<file path="src/rtl/dna_stream_gen_if.sv">
// -----------------------------------------------------------------------------
// dna_stream_gen_if
// Character stream handshake between the DNA base generator and its consumer.
//   valid : producer holds a character on out
//   ready : consumer accepts the current character
//   out   : 8-bit ASCII base
// A character transfers on a rising clock edge where valid && ready.
// -----------------------------------------------------------------------------
interface dna_stream_gen_if;
    logic       valid;
    logic       ready;
    logic [7:0] out;

    modport master (output valid, output out, input ready);
    modport slave  (input valid, input out, output ready);
endinterface

</file>
<file path="src/rtl/dna_stream_gen.sv">
// -----------------------------------------------------------------------------
// dna_stream_gen
// Source of a framed DNA character stream. Each frame is LEN characters of
// "C"/"G" filler taken from a 16-bit LFSR. On request the 8-character motif
// "ATATGCGA" is embedded, at most MAX_MOTIF times per frame. Because the filler
// alphabet holds neither "A" nor "T", no motif or motif prefix can appear
// except where one was injected.
//
// Ports:
//   clk     rising-edge clock
//   reset   asynchronous active-high reset
//   start   begin a frame (honoured only when idle or done)
//   inject  single-cycle request for one motif
//   stream  handshake bundle (valid/out driven, ready sampled)
//   busy    frame in progress (filler or motif)
//   done    frame finished
//   cnt     motifs fully emitted in the current frame
//   drop    sticky: an inject request was discarded in this frame
//   seed    LFSR load value (only with DNA_STREAM_GEN_SEED_EN)
//
// Build option: define DNA_STREAM_GEN_SEED_EN to add the seed port; the
// LFSR then loads seed on start instead of the SEED parameter.
// -----------------------------------------------------------------------------
module dna_stream_gen #(
    parameter int unsigned LEN       = 64,
    parameter int unsigned MAX_MOTIF = 3,
    parameter logic [15:0] SEED      = 16'hACE1
) (
    input  logic             clk,
    input  logic             reset,
    input  logic             start,
    input  logic             inject,
    dna_stream_gen_if.master stream,
    output logic             busy,
    output logic             done,
    output logic [4:0]       cnt,
    output logic             drop
`ifdef DNA_STREAM_GEN_SEED_EN
    ,
    input  logic [15:0]      seed
`endif
);

    typedef enum logic [1:0] {
        S_IDLE  = 2'd0,
        S_FILL  = 2'd1,
        S_MOTIF = 2'd2,
        S_DONE  = 2'd3
    } state_e;

    localparam logic [7:0]  CH_A       = 8'h41;
    localparam logic [7:0]  CH_C       = 8'h43;
    localparam logic [7:0]  CH_G       = 8'h47;
    localparam logic [7:0]  CH_T       = 8'h54;
    localparam logic [15:0] DEF_SEED   = 16'hACE1;
    localparam logic [15:0] RESET_SEED = (SEED == 16'h0000) ? DEF_SEED : SEED;
    localparam logic [16:0] LEN_W      = 17'(LEN);
    localparam logic [5:0]  MAX_W      = 6'(MAX_MOTIF);

    // Fibonacci step, taps 16,14,13,11, shifting left with feedback into bit 0.
    function automatic logic [15:0] lfsr_step(input logic [15:0] v);
        return {v[14:0], v[15] ^ v[13] ^ v[12] ^ v[10]};
    endfunction

    function automatic logic [7:0] filler_char(input logic b);
        logic [7:0] ch;
        if (b) begin
            ch = CH_G;
        end else begin
            ch = CH_C;
        end
        return ch;
    endfunction

    function automatic logic [7:0] motif_char(input logic [2:0] i);
        logic [7:0] ch;
        case (i)
            3'd0:    ch = CH_A;
            3'd1:    ch = CH_T;
            3'd2:    ch = CH_A;
            3'd3:    ch = CH_T;
            3'd4:    ch = CH_G;
            3'd5:    ch = CH_C;
            3'd6:    ch = CH_G;
            3'd7:    ch = CH_A;
            default: ch = CH_A;
        endcase
        return ch;
    endfunction

    function automatic logic [15:0] seed_fix(input logic [15:0] s);
        logic [15:0] r;
        if (s == 16'h0000) begin
            r = DEF_SEED;
        end else begin
            r = s;
        end
        return r;
    endfunction

    state_e      state_q,   state_d;
    logic [15:0] lfsr_q,    lfsr_d;
    logic [15:0] pos_q,     pos_d;
    logic [2:0]  idx_q,     idx_d;
    logic        pending_q, pending_d;
    logic        valid_q,   valid_d;
    logic [7:0]  out_q,     out_d;
    logic        busy_q,    busy_d;
    logic        done_q,    done_d;
    logic [4:0]  cnt_q,     cnt_d;
    logic        drop_q,    drop_d;

    logic        xfer_s;
    logic        in_frame_s;
    logic [5:0]  budget_used_s;
    logic        inj_ok_s;
    logic        decide_s;
    logic        pend_eff_s;
    logic [15:0] pos_n_s;
    logic [16:0] remain_s;
    logic [15:0] load_seed_s;

`ifdef DNA_STREAM_GEN_SEED_EN
    assign load_seed_s = seed_fix(seed);
`else
    assign load_seed_s = seed_fix(SEED);
`endif

    // Next-state, next-output and inject bookkeeping for the frame sequencer.
    always_comb begin
        state_d   = state_q;
        lfsr_d    = lfsr_q;
        pos_d     = pos_q;
        idx_d     = idx_q;
        pending_d = pending_q;
        valid_d   = valid_q;
        out_d     = out_q;
        busy_d    = busy_q;
        done_d    = done_q;
        cnt_d     = cnt_q;
        drop_d    = drop_q;
        decide_s  = 1'b0;

        xfer_s     = valid_q && stream.ready;
        in_frame_s = (state_q == S_FILL) || (state_q == S_MOTIF);
        pos_n_s    = pos_q + 16'd1;
        remain_s   = LEN_W - {1'b0, pos_n_s};
        // A motif being emitted still counts against the per-frame budget.
        budget_used_s = {1'b0, cnt_q} + {5'b00000, (state_q == S_MOTIF)};
        inj_ok_s      = inject && in_frame_s && !pending_q && (budget_used_s < MAX_W);

        if (inject && in_frame_s && !inj_ok_s) begin
            drop_d = 1'b1;
        end else begin
            drop_d = drop_q;
        end
        pending_d  = pending_q | inj_ok_s;
        // A same-cycle request is already visible to this cycle's decision.
        pend_eff_s = pending_q | inj_ok_s;

        case (state_q)
            S_IDLE, S_DONE: begin
                if (start) begin
                    state_d   = S_FILL;
                    lfsr_d    = load_seed_s;
                    pos_d     = 16'd0;
                    idx_d     = 3'd0;
                    cnt_d     = 5'd0;
                    pending_d = 1'b0;
                    drop_d    = 1'b0;
                    valid_d   = 1'b1;
                    out_d     = filler_char(load_seed_s[0]);
                    busy_d    = 1'b1;
                    done_d    = 1'b0;
                end else begin
                    state_d = state_q;
                end
            end
            S_FILL: begin
                if (xfer_s) begin
                    lfsr_d   = lfsr_step(lfsr_q);
                    pos_d    = pos_n_s;
                    decide_s = 1'b1;
                end else begin
                    lfsr_d = lfsr_q;
                end
            end
            S_MOTIF: begin
                if (xfer_s) begin
                    pos_d = pos_n_s;
                    if (idx_q == 3'd7) begin
                        cnt_d    = cnt_q + 5'd1;
                        decide_s = 1'b1;
                    end else begin
                        idx_d = idx_q + 3'd1;
                        out_d = motif_char(idx_q + 3'd1);
                    end
                end else begin
                    idx_d = idx_q;
                end
            end
            default: begin
                state_d = S_IDLE;
                valid_d = 1'b0;
                busy_d  = 1'b0;
                done_d  = 1'b0;
            end
        endcase

        // Choose what follows a filler character or the last motif character.
        if (decide_s) begin
            if ({1'b0, pos_n_s} == LEN_W) begin
                state_d   = S_DONE;
                valid_d   = 1'b0;
                busy_d    = 1'b0;
                done_d    = 1'b1;
                pending_d = 1'b0;
                if (pend_eff_s) begin
                    drop_d = 1'b1;
                end else begin
                    drop_d = drop_d;
                end
            end else if (pend_eff_s && (remain_s >= 17'd8)) begin
                state_d   = S_MOTIF;
                idx_d     = 3'd0;
                out_d     = motif_char(3'd0);
                pending_d = 1'b0;
            end else if (pend_eff_s) begin
                // Too close to the frame end: motifs are never truncated.
                state_d   = S_FILL;
                out_d     = filler_char(lfsr_d[0]);
                pending_d = 1'b0;
                drop_d    = 1'b1;
            end else begin
                state_d = S_FILL;
                out_d   = filler_char(lfsr_d[0]);
            end
        end else begin
            state_d = state_d;
        end
    end

    // Sequencer state and registered outputs.
    always_ff @(posedge clk or posedge reset) begin
        if (reset) begin
            state_q   <= S_IDLE;
            lfsr_q    <= RESET_SEED;
            pos_q     <= 16'd0;
            idx_q     <= 3'd0;
            pending_q <= 1'b0;
            valid_q   <= 1'b0;
            out_q     <= 8'h00;
            busy_q    <= 1'b0;
            done_q    <= 1'b0;
            cnt_q     <= 5'd0;
            drop_q    <= 1'b0;
        end else begin
            state_q   <= state_d;
            lfsr_q    <= lfsr_d;
            pos_q     <= pos_d;
            idx_q     <= idx_d;
            pending_q <= pending_d;
            valid_q   <= valid_d;
            out_q     <= out_d;
            busy_q    <= busy_d;
            done_q    <= done_d;
            cnt_q     <= cnt_d;
            drop_q    <= drop_d;
        end
    end

    assign stream.valid = valid_q;
    assign stream.out   = out_q;
    assign busy         = busy_q;
    assign done         = done_q;
    assign cnt          = cnt_q;
    assign drop         = drop_q;

endmodule

</file>
<file path="src/flat_wrapper.sv">
// flat-port wrapper written by rule: the top's interface ports become plain ports
module dna_stream_gen_flat 
#(
    parameter int unsigned LEN       = 64,
    parameter int unsigned MAX_MOTIF = 3,
    parameter logic [15:0] SEED      = 16'hACE1
)
  (clk, reset, start, inject, busy, done, cnt, drop, stream_valid, stream_out, stream_ready);
  dna_stream_gen_if stream_i ();
  input  logic clk;
  input  logic reset;
  input  logic start;
  input  logic inject;
  output logic busy;
  output logic done;
  output logic [4:0] cnt;
  output logic drop;
  output wire logic [$bits(stream_i.valid)-1:0] stream_valid;
  output wire logic [$bits(stream_i.out)-1:0] stream_out;
  input wire logic [$bits(stream_i.ready)-1:0] stream_ready;
  assign stream_valid = stream_i.valid;
  assign stream_out = stream_i.out;
  assign stream_i.ready = stream_ready;
  dna_stream_gen #(.LEN(LEN), .MAX_MOTIF(MAX_MOTIF), .SEED(SEED)) u_core (.clk(clk), .reset(reset), .start(start), .inject(inject), .stream(stream_i), .busy(busy), .done(done), .cnt(cnt), .drop(drop));
endmodule
</file>
<file path="config.mk">
export PLATFORM = sky130hd
export DESIGN_NAME = dna_stream_gen_flat
export DESIGN_NICKNAME = d
export VERILOG_FILES = /design/src/rtl/dna_stream_gen_if.sv /design/src/rtl/dna_stream_gen.sv /design/src/flat_wrapper.sv
export SDC_FILE = /design/constraint.sdc
export NUM_CORES = 1
export LEC_CHECK = 0
export CORE_AREA = 2 2 92 94
export DETAILED_ROUTE_END_ITERATION = 10
export DIE_AREA = 0 0 94 96
export PLACE_DENSITY = 0.66
export RECOVER_POWER = 50
export SETUP_SLACK_MARGIN = 0.02
export SLEW_MARGIN = 0
export SYNTH_ARGS = -nofsm -noshare
export SYNTH_HDL_FRONTEND = slang
export SYNTH_SLANG_ARGS = --single-unit
</file>
<file path="constraint.sdc">
create_clock -name clk -period 3.7 [get_ports clk]
set_clock_uncertainty 0.15 [all_clocks]
set_input_delay 0.37 -clock clk [delete_from_list [all_inputs] [get_ports clk]]
set_output_delay 0.37 -clock clk [all_outputs]
set_load 0.02 [all_outputs]
</file>
==> results.tsv <==
metric	value	unit
Leakage Power	1.67	nW
Yosys reg bits	55	
total track usage	0.190	
VDD IR-drop max	0.000255	V
Crit Path Class	reg2reg	
layout cells sized above 1	0.0862	
Antenna Nets Post-Route	0	
Setup crit end	u_core.state_q[1]	
Port Buf Inserts	21	
CTS Sinks	55	
worst slew pin tran	1330	ps
Async SR Flop Fraction	1.00	
synthesized area	0.00349	mm2
MaxCap Viol Count	0	
Post-CTS Setup Bufs	0	
die width	94	um
via/cell ratio	5.85	
CTS tree	built	
post-CTS resize count	0	
hold-fix buffers at CTS	0	
Fill cells	815	
Post-synth EDFFs	0	
setup tns final	0	ps
Die Footprint	0.00902	mm2
Placer Congestion	0.886	
total gr overflow	0	
Critical Path AT	3470	ps
Worst Setup Start Kind	register	
initial antenna violation count	0	
Tot Pwr	2.35	mW
HPWL after DPL	5660	um
YS warnings	0	
chip height	96	um
Levels on crit path	8	
TritonCTS Buffers	5	
first-pass GRT wire length	13800	um
worst-skew pair later-pin latency	320	ps
vias in the first global route	2845	
Cells after Synth	400	
slowest CP cell	or4_1	
Final #Nets	424	
Synth Flop Type	dfrtp_1	
DR iter-0 viols	170	
post-synthesis cell type count	66	
delay of the slowest critical-path stage	580	ps
final worst path period need	3420	ps
Core Footprint	0.00805	mm2
Clock Pin Slew Worst Setup and Hold Paths	100	ps
largest net degree at the start of global routing	32	
via count	2988	
Required @ worst endpoint	3750	ps
Crit. End Element	register	
unrepaired setup endpoints after global routing	false	
DRT Pass-1 Iters	5	
area delta synth->final	10.0	%
FF-to-FF End	u_core.state_q[1]	
syn_nets	419	
io pins	22	
clock buffer depth	2	
Critical path origin	u_core.pos_q[0]	
Hold WC Path Type	reg2reg	
Fmax achieved	292	MHz
Post-Route WL	8100	um
path depth of the worst reg2reg path	8	
outcome	completed	
FP Rows	33	
CP Max Fanout	17	
met3 wire len	302	um
Reg2Reg Launch Point	u_core.pos_q[0]	
Initial Util	0.434	
ANT cells	0	
Buf/Inv on CP	0	
Slew Viols, Final	0	
routed length per instance	15.9	um
count of final setup violators	0	
Hold Violations, Final	0	
sequential fraction of the synthesis area	0.397	
wl on met1	3850	um
CTS root buffer	clkbuf_8	
met2 wire length	3860	um
Rel. slew slack	0.113	
Synth Area per Inst	8.73	um2
H-tree depth	2	
fin crit share	0.924	
Cell Chain, Critical Path	ha_1 -> nand3_2 -> or4_1 -> o311a_1 -> a221oi_2 -> nand2_1 -> o31a_1 -> a311o_1	
max layer used	met4	
r2r setup slk	280	ps
Remaining DRCs	0	
CP top delay family	compound AO/OA/AOI/OAI gates	
pwr dens	611	mW/mm2
-- cell usage after synthesis (4+ instances only) --
cell | number | share of area
a21o_1 | 5 | 0.011
a21oi_1 | 12 | 0.017
a22o_1 | 8 | 0.020
a22oi_1 | 8 | 0.017
a31oi_1 | 6 | 0.011
and2_1 | 5 | 0.0090
and3_1 | 8 | 0.014
buf_2 | 9 | 0.013
clkbuf_1 | 16 | 0.017
dfrtp_1 | 47 | 0.34
dfstp_2 | 8 | 0.060
ha_1 | 14 | 0.050
inv_1 | 14 | 0.015
nand2_1 | 49 | 0.053
nand3_1 | 11 | 0.016
nand4_1 | 15 | 0.027
nor2_1 | 34 | 0.037
nor2b_1 | 6 | 0.011
nor3_1 | 7 | 0.010
nor4_1 | 4 | 0.0072
o21ai_0 | 38 | 0.054
o31ai_1 | 5 | 0.011
or2_2 | 4 | 0.0072
xor2_1 | 7 | 0.018
-- layer usage --
layer	track usage	vias to the layer above
li1	-	1469
met1	0.255	1445
met2	0.325	67
met3	0.0282	7
met4	0.0447	0
met5	0	-
-- worst register-to-register path: stages, from the launching register on --
cell and delay [ps]:
dfrtp_1 530, ha_1 570, nand3_2 260, or4_1 580, o311a_1 140, a221oi_2 270, nand2_1 180, o31a_1 320
a311o_1 310
-- placed cells by master (no fill, tap or decap), types with 2 or more instances in the layout --
cell type / n
nand2_1: 49
dfrtp_1: 47
o21ai_0: 38
nor2_1: 34
nand4_1: 15
inv_1: 14
ha_1: 14
a21oi_1: 12
clkdlybuf4s50_1: 12
nand3_1: 11
dlygate4sd3_1: 9
and3_1: 8
a22oi_1: 8
a22o_1: 8
dfstp_2: 8
nor3_1: 7
xor2_1: 7
a31oi_1: 6
nor2b_1: 6
and2_1: 5
o31ai_1: 5
a21o_1: 5
clkbuf_8: 5
or2_2: 4
buf_4: 4
and4_1: 3
nor4_1: 3
o41ai_1: 3
xnor2_1: 3
o31a_1: 3
or3_1: 3
nand2b_1: 3
or4_1: 2
a311o_1: 2
mux2i_1: 2
o21a_1: 2
a211o_1: 2
a21boi_1: 2
-- report_power, final --
part | internal, mW | switching, mW | leakage, nW
combinational | 0.435 | 0.663 | 0.914
clock | 0.140 | 0.216 | 0.0463
sequential | 0.767 | 0.126 | 0.707
-- worst min-delay path by stage --
stage | start | endpoint | slack (ps) | cells past startpoint
final | u_core.done | u_core.done | 360 | 1
after global routing | u_core.lfsr_q[1] | u_core.lfsr_q[2] | 370 | 1
after CTS | reset | u_core.state_q[0] | 340 | 2
after detailed placement | u_core.lfsr_q[1] | u_core.lfsr_q[2] | 330 | 1
after global placement | u_core.lfsr_q[14] | u_core.lfsr_q[14] | 320 | 2
after floorplan | u_core.lfsr_q[14] | u_core.lfsr_q[14] | 300 | 2
-- flip-flops by register name (all words and copies together), names as in the netlist --
register	cells
u_core.drop	1
u_core.pos_q	16
u_core.busy	1
u_core.idx_q	3
u_core.done	1
u_core.cnt	5
u_core.stream.valid	1
u_core.pending_q	1
u_core.lfsr_q	16
u_core.state_q	2
u_core.stream.out	8
-- layout make-up --
cell class	instances	area (um2)	share of cell area
Clock inverter	3	27.5	0.00716
Multi-Input combinational cell	303	1930	0.503
Sequential cell	55	1390	0.361
Inverter	14	52.6	0.0137
Tap cell	105	131	0.0342
Clock buffer	5	68.8	0.0179
Timing Repair Buffer	26	244	0.0635
-- per-stage QoR --
step	setup WS, ps	util	hold WS [ps]	instances	cell area (um2)
floorplan	935	-	301	400	3490
global placement	455	0.466	325	503	3750
detailed placement	348	0.466	332	503	3750
CTS	344	0.478	341	511	3850
global route	80.5	0.477	374	511	3840
finish	280	0.477	357	511	3840
-- cells by family after synthesis --
group | after synthesis | share of synthesized area
AND/OR/NAND/NOR | 163 | 0.240
AO/OA/AOI/OAI | 114 | 0.231
flip-flops | 55 | 0.397
buffers and inverters | 42 | 0.0516
adder cells (fa/ha/maj) | 14 | 0.0502
XOR/XNOR | 10 | 0.0251
multiplexers | 2 | 0.00573
Note: power is estimated with default switching activity, not from simulation.
